$ cat src/rtl/proc_bus_checker.sv
// Bus checker: compares the processor bus each clock against a FIFO of expected
// cycles and keeps saturating per-category pass/fail counters plus a first-fail capture.

module proc_bus_checker_satcnt #(
  parameter int CNT_WIDTH = 16
) (
  input  logic                 clk,
  input  logic                 resetn,
  input  logic                 clr,
  input  logic                 inc,
  output logic [CNT_WIDTH-1:0] cnt
);
  logic [CNT_WIDTH-1:0] cnt_q, cnt_d;

  always_comb begin
    cnt_d = cnt_q;
    if (clr)                  cnt_d = '0;
    else if (inc && !(&cnt_q)) cnt_d = cnt_q + CNT_WIDTH'(1);
  end

  always_ff @(posedge clk or negedge resetn) begin
    if (!resetn) cnt_q <= '0;
    else         cnt_q <= cnt_d;
  end

  assign cnt = cnt_q;
endmodule


$ cat config.mk
export PLATFORM = sky130hd
export DESIGN_NAME = proc_bus_checker_satcnt
export DESIGN_NICKNAME = d
export VERILOG_FILES = /design/src/rtl/proc_bus_checker.sv
export SDC_FILE = /design/constraint.sdc
export NUM_CORES = 1
export LEC_CHECK = 0
export CAP_MARGIN = 20
export CORE_ASPECT_RATIO = 0.7
export CORE_MARGIN = 2
export CORE_UTILIZATION = 46
export CTS_BUF_LIST = sky130_fd_sc_hd__clkbuf_8
export DETAILED_ROUTE_END_ITERATION = 6
export PLACE_DENSITY = 0.87
export SYNTH_ARGS = -nofsm -noshare
export SYNTH_HDL_FRONTEND = slang
export SYNTH_SLANG_ARGS = --single-unit
$ cat constraint.sdc
create_clock -name clk -period 1.45 [get_ports clk]
set_input_delay 0.29 -clock clk [delete_from_list [all_inputs] [get_ports clk]]
set_output_delay 0.29 -clock clk [all_outputs]
set_load 0.005 [all_outputs]
After elaboration in Yosys (flattened, before gate mapping)
Cells that the tools add are included.
{"block": "word_totals", "ramBits": 0, "wordCells": 8, "register_bits": 16, "rom_bits": 0, "output_inout_bits": 16, "n_memories": 0, "latchBits": 0, "inputBits": 4}
{"block": "classes", "eq_ne": 0, "n_mul": 0, "shifts": 0, "div": 0, "bitwise_logic": 0, "n_reduce_logical": 4, "n_lt_le_gt_ge": 0, "n_mux": 2, "add_sub_neg": 1}
{"op": "16-bit 2-to-1 mux", "count": 2}
{"op": "16-bit by 1-bit adder with 16-bit output, second input constant", "count": 1}
{"op": "16-bit AND reduction", "count": 1}
{"op": "2-bit nonzero test", "count": 1}
{"op": "1-bit logical AND", "count": 1}
{"op": "1-bit logical NOT", "count": 1}

Depth between registers and ports, before layout
Gate-level depths: netlist of the first run.
{"block": "depth", "word_depth": 5, "depth_mapped": 5, "mapped_depth_nobuf": 5}

Worst setup path before layout of the first run
No wires, ideal clock.
{"block": "synth_timing", "path_type": "register -> register", "startpoint": "reg cnt_q[0] (netlist: cnt[0])", "endpoint": "reg cnt_q[14] (netlist: cnt[14])", "path_stages_with_launch": 6, "arrival_ns": 1.408, "required_time_ns": 1.372, "n_path_buf": 0, "synth_period_minus_slack_ns": 1.486, "setup_slack_ns": -0.036, "setup_time_ns": 0.078, "cell_sequence": "dfrtp_1 ha_1 and2_1 o2111ai_2 or3_1 a21oi_1"}
{"block": "synth_between", "elab_chain_len": 4, "elab_cells_between_ends": 7, "classes_between": "add/sub (1); mux (2); reduce/logical (4)"}
{"item": "start: declaration", "line_no": "13", "source": "logic [CNT_WIDTH-1:0] cnt_q, cnt_d;"}
{"item": "start signal: assignment", "line_no": "23", "source": "else cnt_q <= cnt_d;"}
{"item": "branches (longest 4 deep; another with 16-bit by 1-bit adder with 16-bit output)"}
Parallel ways; which one is timed is not known. The select of a mux whose other input is x is not followed.
A chain may end at the register's enable or synchronous reset.

Final worst setup path of the first run
{"block": "layout_timing", "startpoint": "reg cnt_q[0] (netlist: cnt[0])", "endpoint": "reg cnt_q[15] (netlist: cnt[15])"}
Same word-level chain as after synthesis.

==> summary.txt, run 1 <==
Pwr
  • Static leakage: 0.8208 nW
  • Peak VDD IR: 0.0006276 V
  • Total Power Consumption: 0.9503 mW
  • Total power divided by cell area: 556.0 mW/mm^2

Routing
  • Routed WL per cell: 20.97 um
  • DRC marker count from the first detailed-route iteration: 71
  • DRT Pass-1 Iters: 4
  • Final antenna-violating net count: 0
  • Number of vias in the routed layout: 1143
  • Residual DRC count: 0
  • Post-detailed-routing wire length: 3816 um
  • Number of vias per cell: 6.280

STA
  • Final count of negative-setup-slack endpoints: 14
  • Number of pins with negative max-slew slack in the final report: 0
  • Slew margin rel.: 75.00%
  • Clock tree skew after final layout: 0.002713 ns
  • Period Utilization, post-route: 111.5%
  • Worst path setup slack after routing: -0.1663 ns
  • Maximum frequency from static timing analysis: 0.6187 GHz
  • Worst hold margin: 0.3711 ns
  • Final count of hold timing violations: 0
  • Worst-Margin Slew: 0.3719 ns
  • Minimum clock period after layout: 1.616 ns
  • Setup repair after global routing missed its margin: yes
  • Post-Route Setup TNS: -1.030 ns

Logic synthesis
  • Share of the yosys chip area belonging to registers: 43.54%
  • Synthesized instance count: 95
  • Most common flop cell mapped by yosys: dfrtp_1
  • Cell variety after synth: 36
  • Count of state elements after synthesis: 16
  • Area share of the largest cell type after synthesis: 43.54%
  • Post-Syn Area per Cell: 9.680 sq um
  • Post-Synthesis Net Count: 100
  • Library cell occupying the most area in the post-synthesis netlist: dfrtp_1
  • Post-synth EDFFs: 0
  • Yosys warns: 0
  • Fraction of synthesis flops using an asynchronous set or reset pin: 100.0%
  • Top cells by area, synth: dfrtp_1 (44%), a21oi_1 (4.4%), nor2_1 (3.3%)
  • Cell area after synthesis: 919.6 sq um

Critical path
  • Worst Setup End Kind: flip-flop
  • Worst setup SP type: flip-flop
  • Data arrival time at the worst-slack endpoint: 1.75 ns
  • Endpoint of the worst setup timing path: cnt[15]$_DFFE_PN0P_
  • Worst reg2reg setup slack: -0.17 ns
  • Count of cells along the worst register-to-register path: 6
  • Required time at the endpoint of the critical path: 1.58 ns
  • RR Startpoint: cnt[0]$_DFFE_PN0P_
  • CP Launch Point: cnt[0]$_DFFE_PN0P_
  • Kind of critical path: reg2reg
  • Reg2reg end: cnt[15]$_DFFE_PN0P_
  • Crit path max fanout: 4

Clock tree
  • CTS Hold Buffers Added: 0
  • Clock Pin Slew Worst Setup and Hold Paths: 0.06 ns
  • Root buf cell: clkbuf_8
  • CTS HTree Levels: 1
  • Max clock buf depth: 2
  • Clock Sinks: 16
  • Clock latency at the later pin of the worst-skew pair: 0.25 ns
  • CTS Buf Count: 3
  • TritonCTS clock tree: built

Cells and area
  • Share of layout cells above drive strength 1: 53.75%
  • Layout overhead on the synthesized area: 85.85%
  • Post-layout net count: 166
  • Fill cell count: 69
  • Antenna cell count: 0
  • Seq. cell area: 404.1 sq um
  • Flip-flop count of the largest register, all copies and words added: 16
  • Multi-input gate area in the final layout: 673.1 sq um
  • Post-route non-filler standard cell count: 182

GRT
  • Number of antenna violations at the first check in global routing: 0
  • Total routing usage reported by global routing: 28.83%
  • Congestion Overflow GR: 0
  • Wire length of the first global-routing pass: 5119 um
  • Via count of the first global-routing pass: 1036
  • Maximum number of pins on one net before global-route repair: 17

Flow run
  • Number of maximum-capacitance violations: 0

Die
  • Die height: 41.41 um
  • I/O pin cnt: 20
  • Die area: 0.002379 sq mm
  • Die width: 57.44 um
  • Starting density of the core: 49.16%
  • Core Footprint: 0.001871 sq mm
  • Standard-cell rows: 13

Place
  • Placed wire-length estimate after detailed placement: 1803 um
  • Count of placed standard cells including taps: 160
  • Count of input and output buffers: 19
  • Setup Slack @ Placement: -0.4130 ns
  • Routability congestion estimate from global placement: 0.8659

Status
  • Violations in the final reports: negative setup slack
  • Run status: finished with violations

Min path
  • Class of the tightest hold or removal check: in2async
-- timing repair --
action	CTS	global route
pin swaps	13	16
endpoints found under the setup margin	28	17
buffers inserted	10	8
gates resized for setup	33	35
-- power by group --
group          switching [mW]  internal, mW  total [mW]
logic                  0.0447        0.0518      0.0965
clock network           0.151         0.241       0.392
registers             0.00905         0.452       0.462
total                   0.205         0.745       0.950
-- logic make-up (layout without fill, tap and decap cells) --
kind of cell,Yosys count,count (layout),synth area share [%]
AND/OR/NAND/NOR,47,47,31.97
AO/OA/AOI/OAI,22,22,15.51
flip-flops,16,16,43.54
multiplexers,4,4,5.034
buffers and inverters,4,69,1.633
adder cells (fa/ha/maj),1,1,1.360
XOR/XNOR,1,1,0.9526
-- layout by cell type, fill, tap and decap left out, types with 2 or more instances in the layout --
cell type and count:
or4_4 2, or3_4 2, nand3_1 2, clkdlybuf4s15_1 5
clkdlybuf4s50_1 2, buf_4 36, clkbuf_8 4, nor4_4 2
dfrtp_2 3, nand3_2 2, o21ai_2 2, or3_1 2
nand2_2 2, nand2b_1 3, a31oi_1 3, dlygate4sd2_1 11
a21oi_1 3, nand2_1 5, nor2_1 7, a21oi_2 4
nor2b_1 2, buf_6 8, o31ai_1 2, and3_4 2
mux2i_1 2, mux2_4 2, and2_4 2, dfrtp_1 13
nor3_1 2
-- per-layer routing --
metal | up-vias | GRT usage [%] | routed length (um)
met4 | 0 | 13.02 | 134
met2 | 86 | 43.64 | 1746
met3 | 16 | 8.723 | 367
li1 | 485 | - | -
met5 | - | 0 | 0
met1 | 556 | 37.95 | 1567
-- critical path: stages (launching register included) --
cell and delay [ns]:
dfrtp_2 0.45, ha_4 0.20, inv_4 0.07, o211ai_1 0.15, buf_4 0.18, o31ai_1 0.33, a21oi_2 0.11
-- metrics by stage --
step | cell area [sq um] | utilization (%)
6_report | 1709 | 91.37
5_1_grt | 1709 | 91.37
4_1_cts | 1526 | 81.61
3_5_place_dp | 1335 | 71.37
3_3_place_gp | 1335 | 71.37
2_1_floorplan | 929.6 | -
-- cell usage after synthesis, types with 2 or more instances --
master / count
mux2i_1: 2
and2_1: 3
o21ai_0: 4
or3_1: 4
a21oi_1: 8
nor2_1: 8
nor2b_1: 2
nor3_1: 3
a31oi_1: 3
dfrtp_1: 16
nand3_1: 4
clkbuf_1: 2
o31ai_1: 3
nand2_1: 7
inv_1: 2
or4_1: 2
nand2b_1: 3
-- worst min-delay path by stage --
stage                             from             endpoint  slack [ns]  cells after the start
finish                          resetn  cnt[14]$_DFFE_PN0P_        0.37                      2
global route                    resetn  cnt[14]$_DFFE_PN0P_        0.38                      2
CTS                             resetn  cnt[13]$_DFFE_PN0P_        0.36                      2
detailed placement  cnt[7]$_DFFE_PN0P_   cnt[7]$_DFFE_PN0P_        0.60                      2
global placement    cnt[5]$_DFFE_PN0P_   cnt[5]$_DFFE_PN0P_        0.59                      2
floorplan                       resetn   cnt[0]$_DFFE_PN0P_      -0.006                      0
-- cell type report --
type	instances	share of cell area (%)
Multi-Input combinational cell	75	39.39
Timing Repair Buffer	63	31.55
Sequential cell	16	23.65
Inverter	2	0.5857
Clock buffer	4	3.221
Tap cell	22	1.611
No activity file was read; power rests on OpenSTA's default activity.
==> inputs of run 2 (changes only) <==
- SKIP_LAST_GASP: default -> 1
==> summary.txt, run 2 (same netlist as run 1, synthesis figures left out) <==
Status
  • Run status: finished with violations
  • Violations in the final reports: negative setup slack

Routing
  • DRT Pass-1 Iters: 4 (unchanged)
  • Routed WL per cell: 21.86 um (+4.3%)
  • Final antenna-violating net count: 0 (unchanged)
  • Residual DRC count: 0 (unchanged)
  • Number of vias in the routed layout: 1142 (-0.087%)
  • DRC marker count from the first detailed-route iteration: 52 (-27%)
  • Post-detailed-routing wire length: 3979 um (+4.3%)
  • Number of vias per cell: 6.275 (about the same)

Critical path
  • Critical Path Max Stage Delay: 0.46 ns (about the same)
  • Reg2reg end: cnt[15]$_DFFE_PN0P_
  • Endpoint of the worst setup timing path: cnt[15]$_DFFE_PN0P_
  • Data arrival time at the worst-slack endpoint: 1.72 ns (-0.03 ns)
  • Worst reg2reg setup slack: -0.13 ns (+0.03 ns)
  • RR Startpoint: cnt[0]$_DFFE_PN0P_
  • Kind of critical path: reg2reg
  • Crit path max fanout: 4 (unchanged)
  • Cells traversed along the worst timing path: ha_4 -> inv_4 -> o211ai_1 -> buf_4 -> o31ai_1 -> a21oi_2
  • Library cell contributing the largest single delay on the critical path: dfrtp_2
  • CP Launch Point: cnt[0]$_DFFE_PN0P_
  • Worst setup SP type: flip-flop
  • Count of cells along the worst register-to-register path: 6 (unchanged)
  • Worst Setup End Kind: flip-flop
  • Required time at the endpoint of the critical path: 1.59 ns (about the same)

Cells and area
  • Layout overhead on the synthesized area: 85.44%
  • Final core utilization: 91.17% (-0.20 points)
  • Fill cell count: 66 (-4.3%)
  • Antenna cell count: 0 (unchanged)
  • Seq. cell area: 404.1 sq um (unchanged)
  • Leading cell type in the layout, fill and taps excluded: buf_4
  • Post-route non-filler standard cell count: 182 (unchanged)
  • Post-layout net count: 166 (unchanged)
  • Commonest non-fill, non-tap cells in the layout: buf_4 (36), dlygate4sd2_1 (14), dfrtp_1 (13)
  • Flip-flop count of the largest register, all copies and words added: 16 (unchanged)
  • Share of layout cells above drive strength 1: 53.75% (unchanged)
  • Multi-input gate area in the final layout: 673.1 sq um (unchanged)

STA
  • Final count of hold timing violations: 0 (unchanged)
  • Slew margin rel.: 76.42% (+1.4 points)
  • Period Utilization, post-route: 109.2% (-2.3 points)
  • Maximum frequency from static timing analysis: 0.6316 GHz (+2.1%)
  • Setup repair after global routing missed its margin: yes
  • Worst path setup slack after routing: -0.1333 ns (+0.03299 ns)
  • Clock tree skew after final layout: 0.004480 ns (+0.001767 ns)
  • Worst-Margin Slew: 0.3521 ns (-0.01977 ns)
  • Minimum clock period after layout: 1.583 ns (-0.03299 ns)
  • Number of pins with negative max-slew slack in the final report: 0 (unchanged)
  • Final count of negative-setup-slack endpoints: 15 (+1)
  • Worst hold margin: 0.3593 ns (-0.01185 ns)
  • Post-Route Setup TNS: -0.9739 ns (+0.05593 ns)

Die
  • I/O pin cnt: 20 (unchanged)
  • Standard-cell rows: 13 (unchanged)
  • Core Footprint: 0.001871 sq mm (unchanged)
  • Die height: 41.41 um (unchanged)
  • Starting density of the core: 49.16% (unchanged)
  • Die width: 57.44 um (unchanged)
  • Die area: 0.002379 sq mm (unchanged)

GRT
  • Via count of the first global-routing pass: 1036 (unchanged)
  • Congestion Overflow GR: 0 (unchanged)
  • Total routing usage reported by global routing: 28.83% (unchanged)
  • Routing usage on met3: 8.723% (unchanged)
  • Global routing met2 resource utilization: 43.64% (unchanged)
  • Wire length of the first global-routing pass: 5119 um (unchanged)
  • Met1 layer usage reported by global route: 37.95% (unchanged)
  • Number of antenna violations at the first check in global routing: 0 (unchanged)
  • Peak-usage layer in the global routing report: met2
  • Maximum number of pins on one net before global-route repair: 17 (unchanged)

Clock tree
  • Clock Sinks: 16 (unchanged)
  • TritonCTS clock tree: built
  • Root buf cell: clkbuf_8
  • Clock latency at the later pin of the worst-skew pair: 0.26 ns (about the same)
  • CTS Buf Count: 3 (unchanged)
  • CTS Hold Buffers Added: 0 (unchanged)
  • Max clock buf depth: 2 (unchanged)
  • Clock Pin Slew Worst Setup and Hold Paths: 0.06 ns (about the same)
  • CTS HTree Levels: 1 (unchanged)

Place
  • Count of placed standard cells including taps: 160 (unchanged)
  • Count of input and output buffers: 19 (unchanged)
  • Placed wire-length estimate after detailed placement: 1803 um (unchanged)
  • Routability congestion estimate from global placement: 0.8659 (unchanged)
  • Setup Slack @ Placement: -0.4130 ns (unchanged)

Min path
  • Class of the tightest hold or removal check: in2async

Pwr
  • Total power divided by cell area: 564.0 mW/mm^2 (+1.4%)
  • Static leakage: 0.8319 nW (+1.3%)
  • Peak VDD IR: 0.0006945 V (+11%)

Flow run
  • Number of maximum-capacitance violations: 0 (unchanged)
[run 2: worst min-delay path by stage]
stage | endpoint | cells past startpoint | slack (ns) | start
2_1_floorplan | cnt[0]$_DFFE_PN0P_ | 0 | -0.006 | resetn
3_3_place_gp | cnt[5]$_DFFE_PN0P_ | 2 | 0.59 | cnt[5]$_DFFE_PN0P_
3_5_place_dp | cnt[7]$_DFFE_PN0P_ | 2 | 0.60 | cnt[7]$_DFFE_PN0P_
4_1_cts | cnt[13]$_DFFE_PN0P_ | 2 | 0.36 | resetn
5_1_grt | cnt[14]$_DFFE_PN0P_ | 2 | 0.38 | resetn
6_report | cnt[13]$_DFFE_PN0P_ | 2 | 0.36 | resetn
[run 2: area by class of cell]
cell class	count	area share [%]
sequential	16	23.70
multi-input combinational	75	39.47
clock buffer	4	3.228
tap	22	1.614
inverter	2	0.5869
timing repair buffer	63	31.40
[run 2: repair_timing]
| item | in CTS | in global routing |
|---|---|---|
| setup buffers | 10 | 8 |
| resized for setup | 33 | 32 |
| gates cloned | 0 | 0 |
| pin swaps | 13 | 16 |
| endpoints found under the setup margin | 28 | 17 |
[run 2: routing by layer]
| layer | vias up | share of wire, % |
|---|---|---|
| met2 | 85 | 46 |
| met1 | 558 | 41 |
| li1 | 484 | - |
| met5 | - | 0 |
| met4 | 0 | 2.5 |
| met3 | 15 | 10 |
[run 2: critical path, delay by kind of cell, from the launching register on]
| kind | cells | cell delay [ns] |
|---|---|---|
| AOI/OAI and AO/OA | 3 | 0.54 |
| DFF | 1 | 0.46 |
| buffers and inverters | 2 | 0.26 |
| adders and majority gates | 1 | 0.20 |
[run 2: through the flow]
stage               total power [mW]  instance area, sq um
finish                        0.9618                  1705
floorplan                     0.4931                 929.6
CTS                           0.9438                  1526
global route                  0.9963                  1705
detailed placement            0.5411                  1335
global placement              0.5391                  1335
[run 2: where the power goes]
| group | internal (mW) | switching (mW) | total, mW | leakage (nW) |
|---|---|---|---|---|
| Sequential | 0.452 | 0.00928 | 0.462 | 0.217 |
| Combinational | 0.0522 | 0.0474 | 0.0996 | 0.586 |
| Clock | 0.241 | 0.159 | 0.401 | 0.0288 |
| Total | 0.746 | 0.216 | 0.962 | 0.832 |
==> inputs of run 3 (changes only) <==
- MAX_ROUTING_LAYER: default -> met4
==> summary.txt, run 3 (same netlist as run 1, synthesis figures left out) <==
Status
  • Run status: finished with violations
  • Violations in the final reports: negative setup slack

Critical path
  • Count of buffer and inverter cells on the critical path: 2 (unchanged)
  • Data arrival time at the worst-slack endpoint: 1.72 ns (about the same)
  • Family of cells with the greatest summed delay on the critical path: compound AO/OA/AOI/OAI gates
  • Cells traversed along the worst timing path: ha_4 -> inv_4 -> o211ai_1 -> buf_4 -> o31ai_1 -> a21oi_2
  • Crit path max fanout: 4 (unchanged)
  • Library cell contributing the largest single delay on the critical path: dfrtp_2
  • Worst setup SP type: flip-flop
  • Critical Path Max Stage Delay: 0.45 ns (about the same)
  • Required time at the endpoint of the critical path: 1.59 ns (about the same)
  • Kind of critical path: reg2reg
  • Worst Setup End Kind: flip-flop

Clock tree
  • Clock Sinks: 16 (unchanged)
  • Max clock buf depth: 2 (unchanged)
  • TritonCTS clock tree: built
  • CTS HTree Levels: 1 (unchanged)
  • CTS Buf Count: 3 (unchanged)
  • Root buf cell: clkbuf_8
  • Clock latency at the later pin of the worst-skew pair: 0.26 ns (about the same)
  • CTS Hold Buffers Added: 0 (unchanged)
  • Clock Pin Slew Worst Setup and Hold Paths: 0.06 ns (about the same)

STA
  • Final count of negative-setup-slack endpoints: 16 (+1)
  • Period Utilization, post-route: 109.1% (about the same)
  • Setup repair after global routing missed its margin: yes
  • Slew margin rel.: 76.55% (+0.13 points)
  • Number of pins with negative max-slew slack in the final report: 0 (unchanged)
  • Worst path setup slack after routing: -0.1320 ns (+0.001326 ns)
  • Worst-Margin Slew: 0.3502 ns (-0.001884 ns)
  • Minimum clock period after layout: 1.582 ns (-0.001326 ns)
  • Maximum frequency from static timing analysis: 0.6321 GHz (about the same)
  • Final count of hold timing violations: 0 (unchanged)
  • Clock tree skew after final layout: 0.004943 ns (+0.0004635 ns)

Die
  • Die height: 41.41 um (unchanged)
  • Die width: 57.44 um (unchanged)
  • Starting density of the core: 49.16% (unchanged)
  • Standard-cell rows: 13 (unchanged)
  • Die area: 0.002379 sq mm (unchanged)
  • Core Footprint: 0.001871 sq mm (unchanged)
  • I/O pin cnt: 20 (unchanged)

Routing
  • DRT Pass-1 Iters: 4 (unchanged)
  • Post-detailed-routing wire length: 3944 um (-0.88%)
  • Number of vias per cell: 6.308 (+0.53%)
  • Final antenna-violating net count: 0 (unchanged)
  • Routed WL per cell: 21.67 um (-0.88%)
  • Number of vias in the routed layout: 1148 (+0.53%)
  • DRC marker count from the first detailed-route iteration: 46 (-12%)
  • Residual DRC count: 0 (unchanged)

Pwr
  • Peak VDD IR: 0.0006896 V (-0.72%)
  • Total power divided by cell area: 562.9 mW/mm^2 (-0.19%)
  • Switching power summed over all nets: 0.2141 mW (-0.84%)
  • Total Power Consumption: 0.9600 mW (-0.19%)
  • Share of total power in sequential cells: 48.1% (about the same)
  • Portion of total power attributed to the clock network: 41.6% (about the same)
  • Static leakage: 0.8319 nW (unchanged)
  • Gate power share: 10.3% (about the same)
  • Switching share of power: 22.31% (-0.15 points)
  • Design internal power: 0.7459 mW (about the same)

Flow run
  • Number of maximum-capacitance violations: 0 (unchanged)

GRT
  • Maximum number of pins on one net before global-route repair: 17 (unchanged)
  • Total routing usage reported by global routing: 29.58% (+0.75 points)
  • Congestion Overflow GR: 0 (unchanged)
  • Wire length of the first global-routing pass: 5106 um (-0.25%)
  • Via count of the first global-routing pass: 1035 (-0.097%)
  • Number of antenna violations at the first check in global routing: 0 (unchanged)

Place
  • Placed wire-length estimate after detailed placement: 1803 um (unchanged)
  • Count of input and output buffers: 19 (unchanged)
  • Routability congestion estimate from global placement: 0.8799 (+1.6%)

Cells and area
  • Post-layout net count: 166 (unchanged)
  • Leading cell type in the layout, fill and taps excluded: buf_4
  • Layout overhead on the synthesized area: 85.44% (unchanged)
  • Commonest non-fill, non-tap cells in the layout: buf_4 (36), dlygate4sd2_1 (14), dfrtp_1 (13)
  • Flip-flop count of the largest register, all copies and words added: 16 (unchanged)
  • Antenna cell count: 0 (unchanged)
  • Share of layout cells above drive strength 1: 53.75% (unchanged)
  • Final core utilization: 91.17% (unchanged)

Min path
  • Class of the tightest hold or removal check: in2async
==> run 3: path summary, 6_finish.rpt <==
check                                   start                   to  slack, ns  cells past startpoint
max in group asynchronous              resetn   cnt[9]$_DFFE_PN0P_       0.89                      2
max                        cnt[0]$_DFFE_PN0P_  cnt[15]$_DFFE_PN0P_      -0.13                      6
min reg2reg                cnt[5]$_DFFE_PN0P_   cnt[5]$_DFFE_PN0P_       0.66                      2
max reg2reg                cnt[0]$_DFFE_PN0P_  cnt[15]$_DFFE_PN0P_      -0.13                      6
min in group clk           cnt[5]$_DFFE_PN0P_   cnt[5]$_DFFE_PN0P_       0.66                      2
min                                    resetn  cnt[14]$_DFFE_PN0P_       0.36                      2
==> run 3: area by class of cell <==
cell class                 count  area, sq um
timing repair buffer          63        535.5
clock buffer                   4        55.05
fill                          66        165.2
multi-input combinational     75        673.1
sequential                    16        404.1
inverter                       2        10.01
tap                           22        27.53
==> run 3: worst reg2reg max path, cell delays in order (launching register included) <==
cell and delay [ns]:
dfrtp_2 0.45, ha_4 0.20, inv_4 0.08, o211ai_1 0.15, buf_4 0.18, o31ai_1 0.29
a21oi_2 0.10
==> run 3: metrics by stage <==
| step | cell area (sq um) | setup TNS (ns) | instances | setup slack (ns) | hold slack, ns |
|---|---|---|---|---|---|
| floorplan | 929.6 | -0.04019 | 95 | -0.02373 | -0.005591 |
| detailed placement | 1335 | -3.875 | 160 | -0.4130 | 0.6015 |
| global route | 1705 | -1.813 | 182 | -0.1732 | 0.3764 |
| global placement | 1335 | -3.186 | 160 | -0.3497 | 0.5881 |
| CTS | 1526 | -0.2417 | 174 | -0.04708 | 0.3640 |
| finish | 1705 | -0.9415 | 182 | -0.1320 | 0.3567 |
==> run 3: power by group through the flow <==
stage                     clock (mW)  sequential (mW)  combinational (mW)
after global placement             0            0.466              0.0733
after detailed placement           0            0.466              0.0753
after global routing           0.428            0.462               0.106
final                          0.399            0.462              0.0992
after floorplan                    0            0.466              0.0267
after CTS                      0.401            0.460              0.0825
==> run 3: metal layers <==
| layer | vias up | global-route usage, % | share of wire, % |
|---|---|---|---|
| met3 | 11 | 8.723 | 8.3 |
| met5 | - | - | 0 |
| li1 | 485 | - | - |
| met2 | 67 | 44.32 | 48 |
| met1 | 585 | 37.15 | 42 |
| met4 | 0 | 13.02 | 2.3 |
==> run 3: repair_timing <==
item / CTS / global route
resized for setup: 33 / 32
setup endpoints to repair: 28 / 17
setup buffers: 10 / 8
pin swaps: 13 / 16
endpoints found under the hold margin: 0 / 0
